`config.mk`:
```
export PLATFORM = sky130hd
export DESIGN_NAME = knn_classify_seq_flat
export DESIGN_NICKNAME = d
export VERILOG_FILES = /design/src/rtl/knn_classify_seq_if.sv /design/src/rtl/knn_classify_seq.sv /design/src/flat_wrapper.sv
export SDC_FILE = /design/constraint.sdc
export NUM_CORES = 1
export LEC_CHECK = 0
export BUFFER_PORTS_ARGS = -buffer_cell sky130_fd_sc_hd__buf_2
export CAP_MARGIN = 10
export CORE_ASPECT_RATIO = 2
export CORE_UTILIZATION = 42
export CTS_BUF_LIST = sky130_fd_sc_hd__clkbuf_4
export DETAILED_ROUTE_END_ITERATION = 6
export PLACE_DENSITY = 0.65
export SLEW_MARGIN = 20
export SYNTH_ARGS = -nofsm -noshare
export SYNTH_HDL_FRONTEND = slang
export SYNTH_SLANG_ARGS = --single-unit
```
`constraint.sdc`:
```
create_clock -name clk -period 3.9 [get_ports clk]
set_input_delay 0.39 -clock clk [delete_from_list [all_inputs] [get_ports clk]]
set_output_delay 0.39 -clock clk [all_outputs]
set_load 0.02 [all_outputs]
```
`src/rtl/knn_classify_seq_if.sv`:
```
// Sample-stream and result bus of the streaming k-NN classifier.
// The master side drives the query, the samples and start; the slave side
// is the classifier, which returns in_ready and the sorted/voted result.
interface knn_classify_seq_if #(
    parameter int W  = 15,
    parameter int K  = 4,
    parameter int L  = 2,
    parameter int CW = 16
);
    logic             start;
    logic [W-1:0]     g_input;
    logic [W-1:0]     e_input;
    logic [L-1:0]     e_label;
    logic             in_valid;
    logic             in_last;
    logic             in_ready;
    logic [W*K-1:0]   o;
    logic [L-1:0]     o_label;
    logic [CW-1:0]    o_count;
    logic             o_valid;

    modport master (
        output start, g_input, e_input, e_label, in_valid, in_last,
        input  in_ready, o, o_label, o_count, o_valid
    );

    modport slave (
        input  start, g_input, e_input, e_label, in_valid, in_last,
        output in_ready, o, o_label, o_count, o_valid
    );
endinterface

```
`src/rtl/knn_classify_seq.sv`:
```
// Streaming k-nearest-neighbour classifier.
// Keeps the K accepted samples nearest (Hamming distance) to the query in a
// sorted slot array, then runs a K-cycle majority vote over the occupied slots.
// Slot 0 is the nearest; equal distances keep arrival order.
module knn_classify_seq #(
    parameter int W  = 15,
    parameter int K  = 4,
    parameter int L  = 2,
    parameter int CW = 16
) (
    input  logic                 clk,
    input  logic                 rst,
    knn_classify_seq_if.slave    bus
);
    localparam int LOGW = $clog2(W + 1);
    localparam int CNTW = $clog2(K + 1);
    localparam int CIW  = (K > 1) ? $clog2(K) : 1;

    typedef enum logic [1:0] {
        IDLE  = 2'd0,
        ACCUM = 2'd1,
        VOTE  = 2'd2,
        DONE  = 2'd3
    } state_t;

    state_t           r_state;
    state_t           w_state_nxt;
    logic             r_ready;

    logic [W-1:0]     r_val  [K];
    logic [LOGW-1:0]  r_dist [K];
    logic [L-1:0]     r_lab  [K];
    logic [K-1:0]     r_occ;

    logic [W-1:0]     w_val_nxt  [K];
    logic [LOGW-1:0]  w_dist_nxt [K];
    logic [L-1:0]     w_lab_nxt  [K];
    logic [K-1:0]     w_occ_nxt;

    logic [CW-1:0]    r_count;
    logic [L-1:0]     r_label;
    logic             r_valid;
    logic [CIW-1:0]   r_cand;
    logic [CNTW-1:0]  r_best_cnt;
    logic [L-1:0]     r_best_lab;

    logic             w_accept;
    logic [LOGW-1:0]  w_dist;
    int               w_pos;
    logic [CNTW-1:0]  w_vote_cnt;
    logic             w_vote_win;
    logic             w_cand_last;

    function automatic logic [LOGW-1:0] f_popcount(input logic [W-1:0] v);
        logic [LOGW-1:0] c;
        c = '0;
        for (int i = 0; i < W; i++) begin
            c = c + LOGW'(v[i]);
        end
        return c;
    endfunction

    assign w_accept    = r_ready && bus.in_valid && !bus.start;
    assign w_cand_last = (r_cand == CIW'(K - 1));

    // Next-state decode; start wins over any handshake in the same cycle.
    always_comb begin
        w_state_nxt = r_state;
        if (bus.start) begin
            w_state_nxt = ACCUM;
        end else begin
            case (r_state)
                IDLE:    w_state_nxt = IDLE;
                ACCUM:   w_state_nxt = (w_accept && bus.in_last) ? VOTE : ACCUM;
                VOTE:    w_state_nxt = w_cand_last ? DONE : VOTE;
                DONE:    w_state_nxt = DONE;
                default: w_state_nxt = IDLE;
            endcase
        end
    end

    // State register and in_ready, which follows the ACCUM state.
    always_ff @(posedge clk or posedge rst) begin
        if (rst) begin
            r_state <= IDLE;
            r_ready <= 1'b0;
        end else begin
            r_state <= w_state_nxt;
            r_ready <= (w_state_nxt == ACCUM);
        end
    end

    // Sorted insertion: find the position after all occupied slots that are
    // no farther than the new sample, shift the tail down, drop slot K-1.
    always_comb begin
        w_dist = f_popcount(bus.g_input ^ bus.e_input);
        w_pos  = 0;
        for (int j = 0; j < K; j++) begin
            if (r_occ[j] && (r_dist[j] <= w_dist)) begin
                w_pos = w_pos + 1;
            end else begin
                w_pos = w_pos;
            end
        end
        w_val_nxt  = r_val;
        w_dist_nxt = r_dist;
        w_lab_nxt  = r_lab;
        w_occ_nxt  = r_occ;
        if (w_pos == 0) begin
            w_val_nxt[0]  = bus.e_input;
            w_dist_nxt[0] = w_dist;
            w_lab_nxt[0]  = bus.e_label;
            w_occ_nxt[0]  = 1'b1;
        end else begin
            w_occ_nxt[0]  = r_occ[0];
        end
        for (int i = 1; i < K; i++) begin
            if (i == w_pos) begin
                w_val_nxt[i]  = bus.e_input;
                w_dist_nxt[i] = w_dist;
                w_lab_nxt[i]  = bus.e_label;
                w_occ_nxt[i]  = 1'b1;
            end else if (i > w_pos) begin
                w_val_nxt[i]  = r_val[i-1];
                w_dist_nxt[i] = r_dist[i-1];
                w_lab_nxt[i]  = r_lab[i-1];
                w_occ_nxt[i]  = r_occ[i-1];
            end else begin
                w_occ_nxt[i]  = r_occ[i];
            end
        end
    end

    // Vote step: how many occupied slots share the candidate's label.
    always_comb begin
        w_vote_cnt = '0;
        for (int j = 0; j < K; j++) begin
            if (r_occ[j] && (r_lab[j] == r_lab[r_cand])) begin
                w_vote_cnt = w_vote_cnt + CNTW'(1);
            end else begin
                w_vote_cnt = w_vote_cnt;
            end
        end
        w_vote_win = r_occ[r_cand] && (w_vote_cnt > r_best_cnt);
    end

    // Slot array, sample counter and vote registers.
    always_ff @(posedge clk or posedge rst) begin
        if (rst) begin
            for (int i = 0; i < K; i++) begin
                r_val[i]  <= '0;
                r_dist[i] <= '1;
                r_lab[i]  <= '0;
            end
            r_occ      <= '0;
            r_count    <= '0;
            r_label    <= '0;
            r_valid    <= 1'b0;
            r_cand     <= '0;
            r_best_cnt <= '0;
            r_best_lab <= '0;
        end else if (bus.start) begin
            for (int i = 0; i < K; i++) begin
                r_val[i]  <= '0;
                r_dist[i] <= '1;
                r_lab[i]  <= '0;
            end
            r_occ      <= '0;
            r_count    <= '0;
            r_label    <= '0;
            r_valid    <= 1'b0;
            r_cand     <= '0;
            r_best_cnt <= '0;
            r_best_lab <= '0;
        end else begin
            case (r_state)
                ACCUM: begin
                    if (w_accept) begin
                        r_val  <= w_val_nxt;
                        r_dist <= w_dist_nxt;
                        r_lab  <= w_lab_nxt;
                        r_occ  <= w_occ_nxt;
                        if (r_count != '1) begin
                            r_count <= r_count + CW'(1);
                        end
                        if (bus.in_last) begin
                            r_cand     <= '0;
                            r_best_cnt <= '0;
                            r_best_lab <= '0;
                        end
                    end
                end
                VOTE: begin
                    r_cand <= r_cand + CIW'(1);
                    if (w_vote_win) begin
                        r_best_cnt <= w_vote_cnt;
                        r_best_lab <= r_lab[r_cand];
                    end
                    if (w_cand_last) begin
                        r_label <= w_vote_win ? r_lab[r_cand] : r_best_lab;
                        r_valid <= 1'b1;
                    end
                end
                default: begin
                end
            endcase
        end
    end

    for (genvar gi = 0; gi < K; gi++) begin : g_out
        assign bus.o[W*gi +: W] = r_val[gi];
    end

    assign bus.in_ready = r_ready;
    assign bus.o_label  = r_label;
    assign bus.o_count  = r_count;
    assign bus.o_valid  = r_valid;
endmodule

```
`src/flat_wrapper.sv`:
```
// flat-port wrapper written by rule: the top's interface ports become plain ports
module knn_classify_seq_flat 
#(
    parameter int W  = 15,
    parameter int K  = 4,
    parameter int L  = 2,
    parameter int CW = 16
)
  (clk, rst, bus_start, bus_g_input, bus_e_input, bus_e_label, bus_in_valid, bus_in_last, bus_in_ready, bus_o, bus_o_label, bus_o_count, bus_o_valid);
  knn_classify_seq_if #(.W(W), .K(K), .L(L), .CW(CW)) bus_i ();
  input  logic clk;
  input  logic rst;
  input wire logic [$bits(bus_i.start)-1:0] bus_start;
  input wire logic [$bits(bus_i.g_input)-1:0] bus_g_input;
  input wire logic [$bits(bus_i.e_input)-1:0] bus_e_input;
  input wire logic [$bits(bus_i.e_label)-1:0] bus_e_label;
  input wire logic [$bits(bus_i.in_valid)-1:0] bus_in_valid;
  input wire logic [$bits(bus_i.in_last)-1:0] bus_in_last;
  output wire logic [$bits(bus_i.in_ready)-1:0] bus_in_ready;
  output wire logic [$bits(bus_i.o)-1:0] bus_o;
  output wire logic [$bits(bus_i.o_label)-1:0] bus_o_label;
  output wire logic [$bits(bus_i.o_count)-1:0] bus_o_count;
  output wire logic [$bits(bus_i.o_valid)-1:0] bus_o_valid;
  assign bus_i.start = bus_start;
  assign bus_i.g_input = bus_g_input;
  assign bus_i.e_input = bus_e_input;
  assign bus_i.e_label = bus_e_label;
  assign bus_i.in_valid = bus_in_valid;
  assign bus_i.in_last = bus_in_last;
  assign bus_in_ready = bus_i.in_ready;
  assign bus_o = bus_i.o;
  assign bus_o_label = bus_i.o_label;
  assign bus_o_count = bus_i.o_count;
  assign bus_o_valid = bus_i.o_valid;
  knn_classify_seq #(.W(W), .K(K), .L(L), .CW(CW)) u_core (.clk(clk), .rst(rst), .bus(bus_i));
endmodule
```
== Yosys cells after proc, flatten, opt, wreduce, memory -nomap -nowiden ==
Cells that the tools add are included.

* Add/subtract/negate cells: 22
* Magnitude comparators: 10
* Equal/unequal tests: 16
* Mux-type cells: 79
* Bitwise gates (word level): 2
* Reduce and logical (&&, ||, !) cells: 33

{| class="wikitable"
|+ Operator list
! cell !! number
|-
| $mux 60 || 3
|-
| $mux 16 || 7
|-
| $mux 15 || 7
|-
| $mux 32 || 3
|-
| $add 32x2->32 const B || 2
|-
| $eq 3x32->1 const A || 2
|-
| $gt 3x32->1 const A || 2
|-
| $add 4x1->4 || 13
|-
| $mux 4 || 10
|-
| $mux 2 || 19
|-
| $eq 2x32->1 const A || 1
|-
| $gt 2x32->1 const A || 1
|-
| $logic_not 32->1 || 1
|-
| $mux 8 || 3
|-
| $mux 3 || 7
|-
| $reduce_and 3->1 || 6
|-
| $add 16x1->16 const B || 1
|-
| $le 4x4->1 || 4
|-
| $ne 16x16->1 const B || 1
|-
| $xor 15x15->15 || 1
|-
| $mux 1 || 14
|-
| $logic_and 1x1->1 || 12
|-
| $reduce_bool 2->1 || 6
|-
| $reduce_bool 3->1 || 4
|-
| 22 further kinds || 32
|}

* Register bits: 117

== Depth between registers and ports, before layout ==
* Depth in word-level cells: 30
* Gate-level depth with buffers: 31
* Depth with buffers taken out: 28

== Least setup slack after synthesis ==
Ideal clock, no wire load.

* Kind: input-to-reg
* Start point: input bus_e_input[0]
* End point: register u_core.r_val, in the netlist u_core.bus.o[30]
* Setup time: 121 ps
* Arrival time: 6889 ps
* Data required time: 3779 ps
* Slack: -3110 ps
* Cell stages on the path: 28
* Path buffers: 3
* Cell sequence: xor2_1 > ha_1 > inv_1 > fa_1 > fa_1 > fa_1 > inv_1 > fa_1 > ha_1 > fa_1 > xnor2_1 > ha_1 > o21ai_0 > nand2b_1 > a21oi_1 > a41o_1 > and2_1 > ha_1 > inv_1 > o311ai_0 > or4_4 > and3_1 > buf_2 > and2_0 > clkbuf_1 > buf_1 > mux2i_1 > o21ai_1

* Word-level cells in the longest chain between the ends: 29
* Elaborated cells between the ends (all ways): 38
* Those cells by class: add/sub (17); order compare (5); eq/ne (1); mux (8); bitwise (1); reduce/logical (6)

{| class="wikitable"
|+ Ends and longest elaborated chain
! what !! line !! text
|-
| from (decl) || flat_wrapper.sv:15 || <nowiki>input wire logic [$bits(bus_i.e_input)-1:0] bus_e_input;</nowiki>
|-
| branches (longest 29 deep; another with $add 4x1->4) || n/a ||
|-
| to (signal assigned) || knn_classify_seq.sv:179 || <nowiki>r_val <= w_val_nxt;</nowiki>
|-
| to (decl) || knn_classify_seq.sv:30 || <nowiki>logic [W-1:0] r_val [K];</nowiki>
|}

Parallel ways; which one is timed is not known. The select of a mux whose other input is x is not followed.
A chain may end at the register's enable or synchronous reset.

== Final worst setup path ==
* Start point: input bus_e_input[0]
* End point: register u_core.r_dist[9] (netlist bit)

* Word-level cells in the longest chain between the ends: 29
* Elaborated cells between the ends (all ways): 38
* Those cells by class: add/sub (17); order compare (5); eq/ne (1); mux (8); bitwise (1); reduce/logical (6)

{| class="wikitable"
|+ Ends and longest elaborated chain
! what !! line !! text
|-
| $xor 15x15->15 (*) || knn_classify_seq.sv:96 || <nowiki>w_dist = f_popcount(bus.g_input ^ bus.e_input);</nowiki>
|-
| $add 1x1->2 (*) || knn_classify_seq.sv:58 || <nowiki>c = c + LOGW'(v[i]);</nowiki>
|-
| $add 4x1->4 (*) (13 in series) || knn_classify_seq.sv:58 ||
|-
| branches (longest 14 deep; another with $add 32x2->32) || n/a ||
|-
| to (signal assigned) || knn_classify_seq.sv:180 || <nowiki>r_dist <= w_dist_nxt;</nowiki>
|-
| to (decl) || knn_classify_seq.sv:31 || <nowiki>logic [LOGW-1:0] r_dist [K];</nowiki>
|}

Mark *: on every way between the ends. The select of a mux whose other input is x is not followed.

==> flow_summary.ini <==
[power]
ir_worst_vdd_uv = 417
leakagePower_nw = 4.46
totalPowerFinal_w = 0.00810
p_per_area_nw_per_um2 = 834

[worst_setup_path]
cp.required_ns = 4.36
r2r_setup_slack_ns = 0.08
cpMostUsedCell = buf_6
worst_ep_arrival_time_ns = 6.85
rr_endpoint = u_core.r_best_cnt[2]
slowest_delay_ns = 0.57
reg2reg_depth = 16
crit_fanout = 4
critPathCaptureType = register
worstSetupStartpointType = input port
cp_slowest_cell = fa_2
r2r-start = u_core.r_lab[6]
path_class = in2reg

[drt]
drc = 0
finalWirelength_mm = 22.6
ant_nets = 0
first_iter_violations = 326
drt_pre_antenna_iters = 5
wire_per_inst_um = 20.3
vias_per_cell = 5.73
vias = 6388

[cts]
cts-root-buf = clkbuf_4
cts_buffer_depth = 2
cts.sinks = 117
cts_made_buffers = 17
clkTransAtPathRegs_ns = 0.11
postCtsHoldBufs = 0
cts_tree = done
ctsHtreeMaxLevel = 4
worstSkewPairLatency_ns = 0.53

[flow_run]
maxCapViolations = 0

[global_routing]
grt_max_degree = 84
grt_overflow = 0
grt_use_total = 0.272
grt_pass1_wl_mm = 34.3
antenna_found_initial = 1
first_global_vias = 6700

[timing]
fin_skew_ns = 0.0176
period_share = 1.64
relSlewSlack = 0.374
worst_pin_slew_ns = 0.939
slew_viol_final = 0
setup_viol = 88
setup_slack_ns = -2.50
finalHoldViolations = 3
hold_ws_ns = -0.0157
period_minus_slack_ns = 6.40
rsz0062_at_grt = true
fmax_mhz = 156

[layout]
synthToLayoutAreaGrowth_pct = 44.4
fin_nets = 979
drive_gt1_frac = 0.459
fillers = 1216
final_util = 0.619
final_cells = 1114

[synth]
yosysMostFrequentCell = dfrtp_1
syn_area_per_cell_um2 = 9.93
yosys.area.top_type = dfrtp_1
ys_types = 58
syn-num-nets = 758
synth_edf_count = 0
synthTopCellsByCount = dfrtp_1 (101), nand2_1 (87), nor2_1 (54)
synth_top_area_share = 0.375
synth_warnings = 0
synth.area.top_cells = dfrtp_1 (38%), ha_1 (6.3%), dfstp_2 (6.2%)
netlist_instances = 678
async_reset_ff_frac = 1.00
syn-cell-area_um2 = 6730
yosysSeqAreaShare = 0.438
synthFlopType = dfrtp_1
ys_ff_latch = 117

[place]
dp_hpwl_mm = 14.4
io_buffers = 116
placed_cells_incl_taps = 1038
pre_cts_slack_ns = -3.10
gp_congestion = 0.881

[run_status]
status = finished, violations left
violations = negative hold slack, negative setup slack

[worst_hold_path]
hold_class = in2async

[die]
rows = 65
initial_core_util = 0.429
dieArea_um2 = 16600
die_y_um = 181
core_um2 = 15700
pin_count = 117
die_w_um = 91.5
[registers in the layout, summed over array words and instances (netlist names)]
signal / flops
u_core.r_cand: 2
u_core.bus.o: 60
u_core.r_lab: 8
u_core.bus.o_count: 16
u_core.r_occ: 4
u_core.r_best_cnt: 3
u_core.bus.o_valid: 1
u_core.r_dist: 16
u_core.bus.in_ready: 1
u_core.r_best_lab: 2
u_core.bus.o_label: 2
u_core.r_state: 2
[cell families (layout without fill, tap and decap cells)]
kind of cell | Yosys count | in the layout | share of synthesized area
buffers and inverters | 66 | 298 | 0.0398
multiplexers | 49 | 49 | 0.0792
flip-flops | 117 | 117 | 0.438
AO/OA/AOI/OAI | 141 | 141 | 0.147
XOR/XNOR | 43 | 43 | 0.0559
AND/OR/NAND/NOR | 219 | 221 | 0.150
adder cells (fa/ha/maj) | 43 | 43 | 0.0900
other | 0 | 1 | 0
[timing repair]
action / 4_1_cts / 5_1_grt
endpoints found under the setup margin: 95 / 95
pin swaps: 28 / 30
cloned: 8 / 3
resized for setup: 88 / 83
setup buffers: 23 / 13
[metrics by stage]
stage / setup TNS [ns] / cell area [µm²]
after detailed placement: -264.94 / 8280
after CTS: -207.67 / 9260
after global placement: -253.19 / 8280
after floorplan: -222.34 / 6990
after global routing: -227.43 / 9720
final: -211.71 / 9720
[layout make-up]
type,instances,area [µm²],area share
Clock buffer,17,128,0.0131
Clock inverter,15,183,0.0188
Timing Repair Buffer,237,1850,0.190
Tap cell,201,251,0.0259
Multi-Input combinational cell,497,4230,0.435
Inverter,29,121,0.0125
Sequential cell,117,2950,0.304
Antenna cell,1,2.50,0.000257
[cell usage in the layout (no fill, tap or decap), drive strengths merged, types with 6 or more instances in the layout]
cell / Yosys / layout
mux2i: 42 / 42
xor2: 14 / 14
nor2b: 11 / 11
buf: 16 / 233
xnor2: 29 / 29
a311oi: 22 / 22
nor3: 8 / 8
a21oi: 18 / 18
ha: 34 / 34
nor2: 54 / 54
clkbuf: 21 / 21
clkinv: 0 / 7
fa: 9 / 9
inv: 29 / 30
a22o: 21 / 21
nand2: 87 / 87
nor4: 8 / 8
and2: 4 / 6
o21ai: 50 / 50
nand3: 18 / 18
dfrtp: 101 / 101
dfstp: 16 / 16
[per-layer routing]
metal  global-route usage  vias to the layer above  wire length, µm
met3               0.0463                       81             1040
met4                0.153                        0             1230
met2                0.517                      277            12600
met1                0.270                     3177             7690
met5                    0                        -                0
li1                     -                     2853                -
[worst max-delay path by stage]
stage                    from          endpoint  slack (ns)  depth (start not counted)
6_report       bus_e_input[0]  u_core.r_dist[9]       -2.50                         31
5_1_grt        bus_e_input[0]  u_core.bus.o[42]       -2.67                         31
4_1_cts        bus_e_input[0]  u_core.bus.o[41]       -2.46                         30
3_5_place_dp   bus_e_input[0]  u_core.bus.o[14]       -3.10                         28
3_3_place_gp   bus_e_input[0]   u_core.bus.o[2]       -2.96                         29
2_1_floorplan  bus_e_input[0]  u_core.bus.o[30]       -2.63                         29
[worst max-delay path, delay by kind of cell]
| kind | cells | cell delay, ns |
|---|---|---|
| AO/OA/AOI/OAI | 6 | 0.91 |
| XOR/XNOR | 1 | 0.15 |
| adder cells (fa/ha/maj) | 9 | 3.57 |
| buffers and inverters | 11 | 1.16 |
| AND/OR/NAND/NOR | 4 | 0.66 |
[power breakdown]
part           switching (W)  total [W]  internal [W]
Clock               0.000511   0.000958      0.000447
Combinational        0.00287    0.00553       0.00266
Sequential          0.000206    0.00162       0.00141
Total                0.00359    0.00810       0.00452
(Power assumes the default switching activity.)
